[config.mk]
export PLATFORM = sky130hd
export DESIGN_NAME = muldiv_unit
export DESIGN_NICKNAME = d
export VERILOG_FILES = /design/src/rtl/muldiv_pkg.sv /design/src/rtl/muldiv_iter.sv /design/src/rtl/muldiv_unit.sv
export SDC_FILE = /design/constraint.sdc
export NUM_CORES = 1
export LEC_CHECK = 0
export ABC_AREA = 1
export BUFFER_PORTS_ARGS = -buffer_cell sky130_fd_sc_hd__buf_2
export CAP_MARGIN = 25
export CORE_MARGIN = 8
export CORE_UTILIZATION = 40
export DETAILED_ROUTE_END_ITERATION = 10
export GPL_TIMING_DRIVEN = 0
export SLEW_MARGIN = 20
export SYNTH_ARGS = -nofsm -noshare
export SYNTH_HDL_FRONTEND = slang
export SYNTH_HIERARCHICAL = 1
export SYNTH_SLANG_ARGS = --single-unit
[constraint.sdc]
create_clock -name Clk -period 2.4 [get_ports Clk]
set_input_delay 0.36 -clock Clk [delete_from_list [all_inputs] [get_ports Clk]]
set_output_delay 0.36 -clock Clk [all_outputs]
set_load 0.03 [all_outputs]
[src/rtl/muldiv_pkg.sv]
// rtl/muldiv_pkg.sv - shared encodings for the iterative multiply/divide unit
package muldiv_pkg;

  localparam int DATA_W_DEF = 32;

  localparam logic [2:0] OP_MULT  = 3'b000;
  localparam logic [2:0] OP_MULTU = 3'b001;
  localparam logic [2:0] OP_DIV   = 3'b010;
  localparam logic [2:0] OP_DIVU  = 3'b011;
  localparam logic [2:0] OP_MTHI  = 3'b100;
  localparam logic [2:0] OP_MTLO  = 3'b101;

  localparam logic [1:0] ST_IDLE = 2'd0;
  localparam logic [1:0] ST_RUN  = 2'd1;
  localparam logic [1:0] ST_FIN  = 2'd2;

  typedef enum logic {
    MODE_MUL = 1'b0,
    MODE_DIV = 1'b1
  } iterMode_t;

  function automatic logic isMulDiv(input logic [2:0] op);
    return (op[2] == 1'b0);
  endfunction

  // MULT and DIV are the even encodings of the multi-cycle group
  function automatic logic isSignedOp(input logic [2:0] op);
    return (op[0] == 1'b0);
  endfunction

endpackage

[src/rtl/muldiv_iter.sv]
// rtl/muldiv_iter.sv - radix-2 shift-add multiply / restoring divide datapath
module muldiv_iter
  import muldiv_pkg::*;
#(
  parameter int DATA_W = DATA_W_DEF
) (
  input  logic              Clk,
  input  logic              Rst,
  input  logic              Load,
  input  iterMode_t         LoadMode,
  input  logic              Step,
  input  logic [DATA_W-1:0] OpA,
  input  logic [DATA_W-1:0] OpB,
  output logic [DATA_W-1:0] ResHi,
  output logic [DATA_W-1:0] ResLo
);

  iterMode_t         modeQ;
  logic [DATA_W:0]   partHi;
  logic [DATA_W-1:0] partLo;
  logic [DATA_W-1:0] operand;

  logic [DATA_W:0]   addSum;
  logic [DATA_W+1:0] shifted;
  logic [DATA_W+1:0] trial;

  // partHi never exceeds DATA_W significant bits, so the adds cannot overflow
  always_comb begin
    addSum  = partHi + (partLo[0] ? {1'b0, operand} : '0);
    shifted = {partHi, partLo[DATA_W-1]};
    trial   = shifted - {2'b00, operand};
  end

  always_ff @(posedge Clk) begin
    if (Rst) begin
      modeQ   <= MODE_MUL;
      partHi  <= '0;
      partLo  <= '0;
      operand <= '0;
    end else if (Load) begin
      modeQ  <= LoadMode;
      partHi <= '0;
      if (LoadMode == MODE_MUL) begin
        partLo  <= OpB;
        operand <= OpA;
      end else begin
        partLo  <= OpA;
        operand <= OpB;
      end
    end else if (Step) begin
      if (modeQ == MODE_MUL) begin
        partHi <= {1'b0, addSum[DATA_W:1]};
        partLo <= {addSum[0], partLo[DATA_W-1:1]};
      end else if (trial[DATA_W+1]) begin
        partHi <= shifted[DATA_W:0];
        partLo <= {partLo[DATA_W-2:0], 1'b0};
      end else begin
        partHi <= trial[DATA_W:0];
        partLo <= {partLo[DATA_W-2:0], 1'b1};
      end
    end
  end

  assign ResHi = partHi[DATA_W-1:0];
  assign ResLo = partLo;

endmodule

[src/rtl/muldiv_unit.sv]
// rtl/muldiv_unit.sv - MIPS HI/LO multiply/divide unit: FSM, sign handling, HI/LO registers
module muldiv_unit
  import muldiv_pkg::*;
#(
  parameter int DATA_W = DATA_W_DEF
) (
  input  logic              Clk,
  input  logic              Rst,
  input  logic              Start,
  input  logic [2:0]        Op,
  input  logic [DATA_W-1:0] Rs,
  input  logic [DATA_W-1:0] Rt,
  output logic [DATA_W-1:0] Hi,
  output logic [DATA_W-1:0] Lo,
  output logic              Busy,
  output logic              Done
);

  localparam int CNT_W = $clog2(DATA_W);

  logic [1:0]        state;
  logic [CNT_W-1:0]  cnt;
  logic              finPhase;
  logic              isDiv;
  logic              negA;
  logic              negB;
  logic              divZero;
  logic [DATA_W-1:0] rsRaw;
  logic [DATA_W-1:0] resHi;
  logic [DATA_W-1:0] resLo;

  logic              accept;
  logic              opSigned;
  logic [DATA_W-1:0] magA;
  logic [DATA_W-1:0] magB;
  logic [DATA_W-1:0] iterHi;
  logic [DATA_W-1:0] iterLo;

  logic [2*DATA_W-1:0] product;
  logic [DATA_W-1:0]   quo;
  logic [DATA_W-1:0]   rem;
  logic [DATA_W-1:0]   fixHi;
  logic [DATA_W-1:0]   fixLo;

  always_comb begin
    accept   = (state == ST_IDLE) && Start && isMulDiv(Op);
    opSigned = isSignedOp(Op);
    magA     = (opSigned && Rs[DATA_W-1]) ? -Rs : Rs;
    magB     = (opSigned && Rt[DATA_W-1]) ? -Rt : Rt;
  end

  muldiv_iter #(.DATA_W(DATA_W)) uIter (
    .Clk      (Clk),
    .Rst      (Rst),
    .Load     (accept),
    .LoadMode (Op[1] ? MODE_DIV : MODE_MUL),
    .Step     (state == ST_RUN),
    .OpA      (magA),
    .OpB      (magB),
    .ResHi    (iterHi),
    .ResLo    (iterLo)
  );

  // Sign fix-up is registered in the first FIN cycle so the negators stay off the Hi/Lo path
  always_comb begin
    product = {iterHi, iterLo};
    quo     = (negA ^ negB) ? -iterLo : iterLo;
    rem     = negA ? -iterHi : iterHi;
    fixHi   = '0;
    fixLo   = '0;
    if (!isDiv) begin
      if (negA ^ negB) begin
        {fixHi, fixLo} = -product;
      end else begin
        {fixHi, fixLo} = product;
      end
    end else if (divZero) begin
      fixHi = rsRaw;
      fixLo = '1;
    end else begin
      fixHi = rem;
      fixLo = quo;
    end
  end

  always_ff @(posedge Clk) begin
    if (Rst) begin
      state    <= ST_IDLE;
      cnt      <= '0;
      finPhase <= 1'b0;
      isDiv    <= 1'b0;
      negA     <= 1'b0;
      negB     <= 1'b0;
      divZero  <= 1'b0;
      rsRaw    <= '0;
      resHi    <= '0;
      resLo    <= '0;
      Hi       <= '0;
      Lo       <= '0;
      Done     <= 1'b0;
    end else begin
      Done <= 1'b0;
      case (state)
        ST_IDLE: begin
          if (accept) begin
            isDiv   <= Op[1];
            negA    <= opSigned && Rs[DATA_W-1];
            negB    <= opSigned && Rt[DATA_W-1];
            divZero <= (Rt == '0);
            rsRaw   <= Rs;
            cnt     <= '0;
            state   <= ST_RUN;
          end else if (Start && Op == OP_MTHI) begin
            Hi <= Rs;
          end else if (Start && Op == OP_MTLO) begin
            Lo <= Rs;
          end
        end
        ST_RUN: begin
          cnt <= cnt + CNT_W'(1);
          if (cnt == CNT_W'(DATA_W - 1)) begin
            finPhase <= 1'b0;
            state    <= ST_FIN;
          end
        end
        ST_FIN: begin
          if (!finPhase) begin
            resHi    <= fixHi;
            resLo    <= fixLo;
            finPhase <= 1'b1;
          end else begin
            Hi    <= resHi;
            Lo    <= resLo;
            Done  <= 1'b1;
            state <= ST_IDLE;
          end
        end
        default: state <= ST_IDLE;
      endcase
    end
  end

  assign Busy = (state != ST_IDLE);

endmodule

After elaboration in Yosys (flattened, before gate mapping)
Cells that the tools add are included.

storage, ports and cells
  memories kept = 0
  bits in read-only memories = 0
  bits in latches = 0
  register bits after elaboration = 271
  memory bits (writable) = 0
  input port bits = 70

operators by class
  div/mod/pow operators = 0
  muxes and demuxes = 38
  shift-type cells = 0
  eq/ne operators = 12
  $lt $le $gt $ge = 0
  reduce and logical (&&, ||, !) cells = 22
  $add $sub $neg = 8
  bitwise gates (word level) = 5
  $mul = 0

operators with widths
  kind                                                              count
  32-bit 2-to-1 mux                                                 23
  32-bit negator                                                    4
  32-bit case mux with 2 select lines                               2
  33-bit 2-to-1 mux                                                 2
  64-bit negator                                                    1
  34-bit by 32-bit subtractor with 34-bit output                    1
  33-bit adder                                                      1
  32-bit zero test                                                  1
  2-bit != test (second input constant)                             5
  5-bit case mux with 2 select lines                                1
  2-bit nonzero test                                                5
  2-bit AND reduction                                               4
  3-bit == test (second input constant)                             2
  1-bit logical AND                                                 6
  2-bit 2-to-1 mux                                                  3
  2-bit case mux with 3 select lines                                1
  5-bit by 1-bit adder with 5-bit output (second input constant)    1
  5-bit == test (second input constant)                             1
  5-bit 2-to-1 mux                                                  1
  5-bit AND reduction                                               1
  1-bit 2-to-1 mux                                                  4
  2-bit by 1-bit != test with 1-bit output (second input constant)  2
  1-bit inverter                                                    4
  4-bit AND reduction                                               1
  other kinds (7)                                                   8

Logic depth before layout (Yosys ltp)
  depth after elaboration = 6
  depth in mapped cells = 19
  gate-level depth less buffers = 19

Cells and area by module
Netlist, hierarchy kept.

modules (own cells, without submodules)
  module       sequential area each (sq um)  instances  area each (sq um)  cells each
  muldiv_unit  3,463.3                       1          11,559.8           1,892
  muldiv_iter  1,961.9                       1          10,152.2           1,710

Least setup slack after synthesis
Ideal clock, no wire load.

  path kind = reg-to-reg
  start = register uIter.partLo[0], in the netlist uIter/ResLo[0]
  end = register uIter.partHi[17]
  setup slack = -0.039 ns
  cell stages (with the launch flop) = 17
  required time = 2.280 ns
  path buffers = 2
  arrival time = 2.319 ns
  cells stage by stage = dfxtp_1 -> clkbuf_1 -> clkbuf_1 -> nand2_1 -> inv_1 -> ha_1 -> fa_1 -> nand3_1 -> nand2_1 -> nand2_1 -> nand2_1 -> a21oi_1 -> o21ai_0 -> o21ai_0 -> inv_1 -> a21oi_1 -> a21oi_1

on the way
  word-level cells in the longest chain between the ends = 3

RTL lines
  what                    RTL line           source
  from (decl)             muldiv_iter.sv:20  logic [DATA_W-1:0] partLo;
  from (signal assigned)  muldiv_iter.sv:44  partLo <= OpB;
  from (signal assigned)  muldiv_iter.sv:47  partLo <= OpA;
  from (signal assigned)  muldiv_iter.sv:53  partLo <= {addSum[0], partLo[DATA_W-1:1]};
  32-bit 2-to-1 mux       muldiv_iter.sv:29  addSum = partHi + (partLo[0] ? {1'b0, operand} : '0);
  33-bit adder            muldiv_iter.sv:29
  33-bit 2-to-1 mux       muldiv_iter.sv:51  if (modeQ == MODE_MUL) begin
  to (signal assigned)    muldiv_iter.sv:52  partHi <= {1'b0, addSum[DATA_W:1]};
  to (signal assigned)    muldiv_iter.sv:55  partHi <= shifted[DATA_W:0];
  to (signal assigned)    muldiv_iter.sv:58  partHi <= trial[DATA_W:0];
  to (decl)               muldiv_iter.sv:19  logic [DATA_W:0] partHi;

No other way between the ends.
A chain may end at the register's enable or synchronous reset.

Worst setup path in the final report
  start = register uIter.partLo[0], in the netlist uIter/ResLo[0]
  end = register uIter.partHi[22]

The elaborated chain is that of the path after synthesis.

==> key figures <==
Run status
  • Status: finished with violations
  • Violated checks: negative setup slack

Flow run
  • MaxCap Viol Count: 0

Layout
  • Final #Nets: 3933
  • Most frequent cells in the layout: nand2_1, inv_1, o21ai_0
  • Fillcell total: 5732
  • Layout cell share with drive strength beyond 1: 0.1604
  • Area delta synth->final: 18.69%
  • Commonest non-fill, non-tap cell in the layout: nand2_1
  • Inserted Diodes: 0

Drt
  • Post-route DRC: 0
  • Via count: 25200
  • Final wirelength: 98430 um
  • DR iter-0 viols: 2897
  • Detail Route Antenna Nets: 0
  • Post-DR vias/cell: 5.585
  • Routed wire per std cell: 21.82 um
  • Pre-antenna DRT Iters: 6

Placement
  • Placer's final routability congestion estimate: 1.050
  • Dpl hpwl: 80340 um
  • Port Buffers: 135

STA
  • Fin crit period: 2.526 ns
  • Pins Over Slew Limit: 0
  • Relative slew slack: 0.4358
  • Worst Clk Skew: 0.02572 ns
  • Final worst path period share: 1.053
  • Setup TNS: -0.6493 ns
  • Hold Vio Cnt, Final: 0
  • Unrepaired setup endpoints after global routing: yes
  • Setup ws final: -0.1262 ns
  • Fmax achieved: 395.9 MHz
  • Worst slew pin tran: 0.8463 ns
  • Final setup fails: 13

Worst setup path
  • CP max FO: 10
  • Critical path startpoint category: register
  • WS Path Type: reg -> reg
  • Crit-path most repeated cell: nand2_1
  • Setup crit end: uIter/partHi[22]$_SDFFE_PP0P_
  • Max incr delay on CP: 0.33 ns
  • Worst R2R Path Depth: 17
  • R2r endpoint: uIter/partHi[22]$_SDFFE_PP0P_
  • FF-to-FF Start: uIter/ResLo[0]$_SDFFE_PP0P_
  • Worst EP arrival: 3.06 ns
  • R2R setup slack: -0.13 ns
  • Slowest cell on crit path: dfxtp_2
  • WP data required: 2.93 ns
  • CP endpoint kind: register
  • Worst-path cell chain: clkbuf_16 -> clkbuf_8 -> nand2_2 -> inv_2 -> ha_4 -> a21o_1 -> nor2_1 -> nand2_2 -> nand3_2 -> nand2_2 -> nand2_1 -> nand2_1 -> nand2_1 -> nand2_1 -> o21ai_2 -> inv_1 -> a21oi_1
  • CP Launch Point: uIter/ResLo[0]$_SDFFE_PP0P_

Floorplan
  • Core area: 53710 um^2
  • Site row count: 85
  • Num ports: 136
  • Die area: 61990 um^2
  • Die H: 249.0 um
  • Die width: 249.0 um
  • Initial Utilization: 0.4043

GRT
  • Largest net degree at the start of global routing: 17
  • GRT Util Overall: 0.3002
  • Vias in the first global route: 23480
  • Congestion Overflow GR: 0
  • Initial antenna violation count: 0
  • Global-route wire length before repair: 145100 um

Synth
  • Syn nets: 3744
  • Post-synthesis sequential area ratio: 0.2499
  • Post-synth ARST share: 0
  • Number of synthesized register bits: 271
  • Netlist cell types: 48
  • Warnings from Yosys: 6
  • Mapped Cells: 3602
  • Post-synth EDFFs: 0
  • Mapped Area: 21710 um^2
  • Synth Area per Inst: 6.028 um^2
  • Top_reg_cell synth: dfxtp_1

CTS
  • Skew-Pair Late Insertion Delay: 0.61 ns
  • Clk buf depth: 3
  • Clock sink count: 271
  • H-tree Lvls: 1
  • Clk slew on worst S/H paths: 0.06 ns
  • Clock Root Buffer: clkbuf_16
  • CTS buffer count: 31
  • CTS tree: done

Power and ir drop
  • VDD IR max: 0.0004833 V
  • Total power: 15.87 mW
  • Power density over the cells: 615.7 nW/um^2
  • Leakage: 11.94 nW

Worst hold path
  • Hold Path Class: in -> reg
## per-stage QoR
step                area [um^2]  hold slack [ns]  cells  setup slack, ns    util
floorplan                 21720           0.4297   3602          0.01019       -
global placement          23260           0.4309   4433          -0.8278  0.4331
detailed placement        23260           0.4354   4433          -0.8510  0.4331
CTS                       25030          0.09753   4504         -0.06473  0.4660
global route              25770           0.1065   4512          -0.2008  0.4798
finish                    25770           0.1117   4512          -0.1262  0.4798
## repair_timing
item	CTS	global route
setup buffers	12	8
pin swaps	21	27
cloned	1	0
setup endpoints to repair	100	113
gates resized for setup	183	175
hold buffers	0	0
endpoints found under the hold margin	0	0
## how the worst min path moves through the flow
stage,start,to,depth (start not counted)
2_1_floorplan,rsRaw[10]$_SDFFE_PP0P_,rsRaw[10]$_SDFFE_PP0P_,2
3_3_place_gp,Lo[23]$_SDFFE_PP0P_,Lo[23]$_SDFFE_PP0P_,2
3_5_place_dp,Lo[20]$_SDFFE_PP0P_,Lo[20]$_SDFFE_PP0P_,2
4_1_cts,Rs[4],rsRaw[4]$_SDFFE_PP0P_,3
5_1_grt,Rs[4],rsRaw[4]$_SDFFE_PP0P_,3
6_report,Rs[4],rsRaw[4]$_SDFFE_PP0P_,3
## cells by family (layout without fill, tap and decap cells)
logic type,count (synthesis),after routing,share of synthesized area
adder cells (fa/ha/maj),72,72,0.04218
flip-flops,271,271,0.2499
AO/OA/AOI/OAI,917,917,0.2309
buffers and inverters,701,915,0.1309
AND/OR/NAND/NOR,1520,1520,0.2960
multiplexers,23,23,0.01060
XOR/XNOR,98,98,0.03953
## cell usage after synthesis (4+ instances only)
cell	n	area, um^2
buf_2	24	120.1
o21bai_1	6	45.04
a21oi_2	18	157.7
o211ai_1	37	277.8
or2_2	7	43.79
nand3_2	13	130.1
o22ai_1	26	162.7
inv_1	480	1802
o21ai_1	28	140.1
nand3_1	295	1476
a31oi_1	50	312.8
buf_6	7	78.83
nand4_1	27	168.9
inv_2	17	63.81
o21a_1	7	52.55
nor4_1	7	43.79
o21ai_0	370	1852
mux2i_1	23	230.2
dfxtp_1	271	5425
nand2_1	762	2860
nor3_1	20	100.1
nand2_2	14	87.58
nand3b_1	13	97.59
xnor2_1	31	271.5
buf_4	34	255.2
xor2_1	67	586.8
clkinv_1	5	18.77
ha_1	70	875.8
buf_1	12	45.04
a21o_1	7	52.55
clkbuf_1	122	457.9
o32ai_1	8	70.07
nor2_1	348	1306
a21oi_1	344	1722
nor2_2	7	43.79
a221oi_1	4	35.03
## state kept, by name, indices dropped and copies added, names as in the netlist, 32 cells and up
register       count
uIter/partHi      33
Hi                32
Lo                32
resHi             32
resLo             32
rsRaw             32
uIter/ResLo       32
uIter/operand     32
## metal layers
| layer | vias up | share of wire | global-route usage |
|---|---|---|---|
| met1 | 11510 | 0.42 | 0.3926 |
| met3 | 218 | 0.092 | 0.05226 |
| met2 | 1255 | 0.44 | 0.4769 |
| met4 | 0 | 0.055 | 0.1401 |
| met5 | - | 0 | 0 |
| li1 | 12220 | - | - |
## report_power, final
group	internal [mW]	total [mW]	switching, mW
combinational	1.93	6.17	4.23
clock	2.60	4.66	2.06
sequential	4.75	5.04	0.298
total	9.28	15.9	6.59
## final cells by class
cell class / count / area, um^2 / share of cell area
inverters: 502 / 1886 / 0.07317
clock buffers: 44 / 854.6 / 0.03316
repair buffers: 156 / 839.6 / 0.03258
multi-input cells: 2630 / 14660 / 0.5689
flip-flops and latches: 271 / 5463 / 0.2120
plain buffers: 199 / 1076 / 0.04175
clock inverters: 14 / 121.4 / 0.004709
well taps: 696 / 870.8 / 0.03379
## critical path: cells and delay by family (launching register included)
family / cells / cell delay, ns
compound gates: 3 / 0.55
flops: 1 / 0.33
buf+inv: 4 / 0.44
fa+ha+maj: 1 / 0.26
simple gates: 9 / 0.85
(Power assumes the default switching activity.)
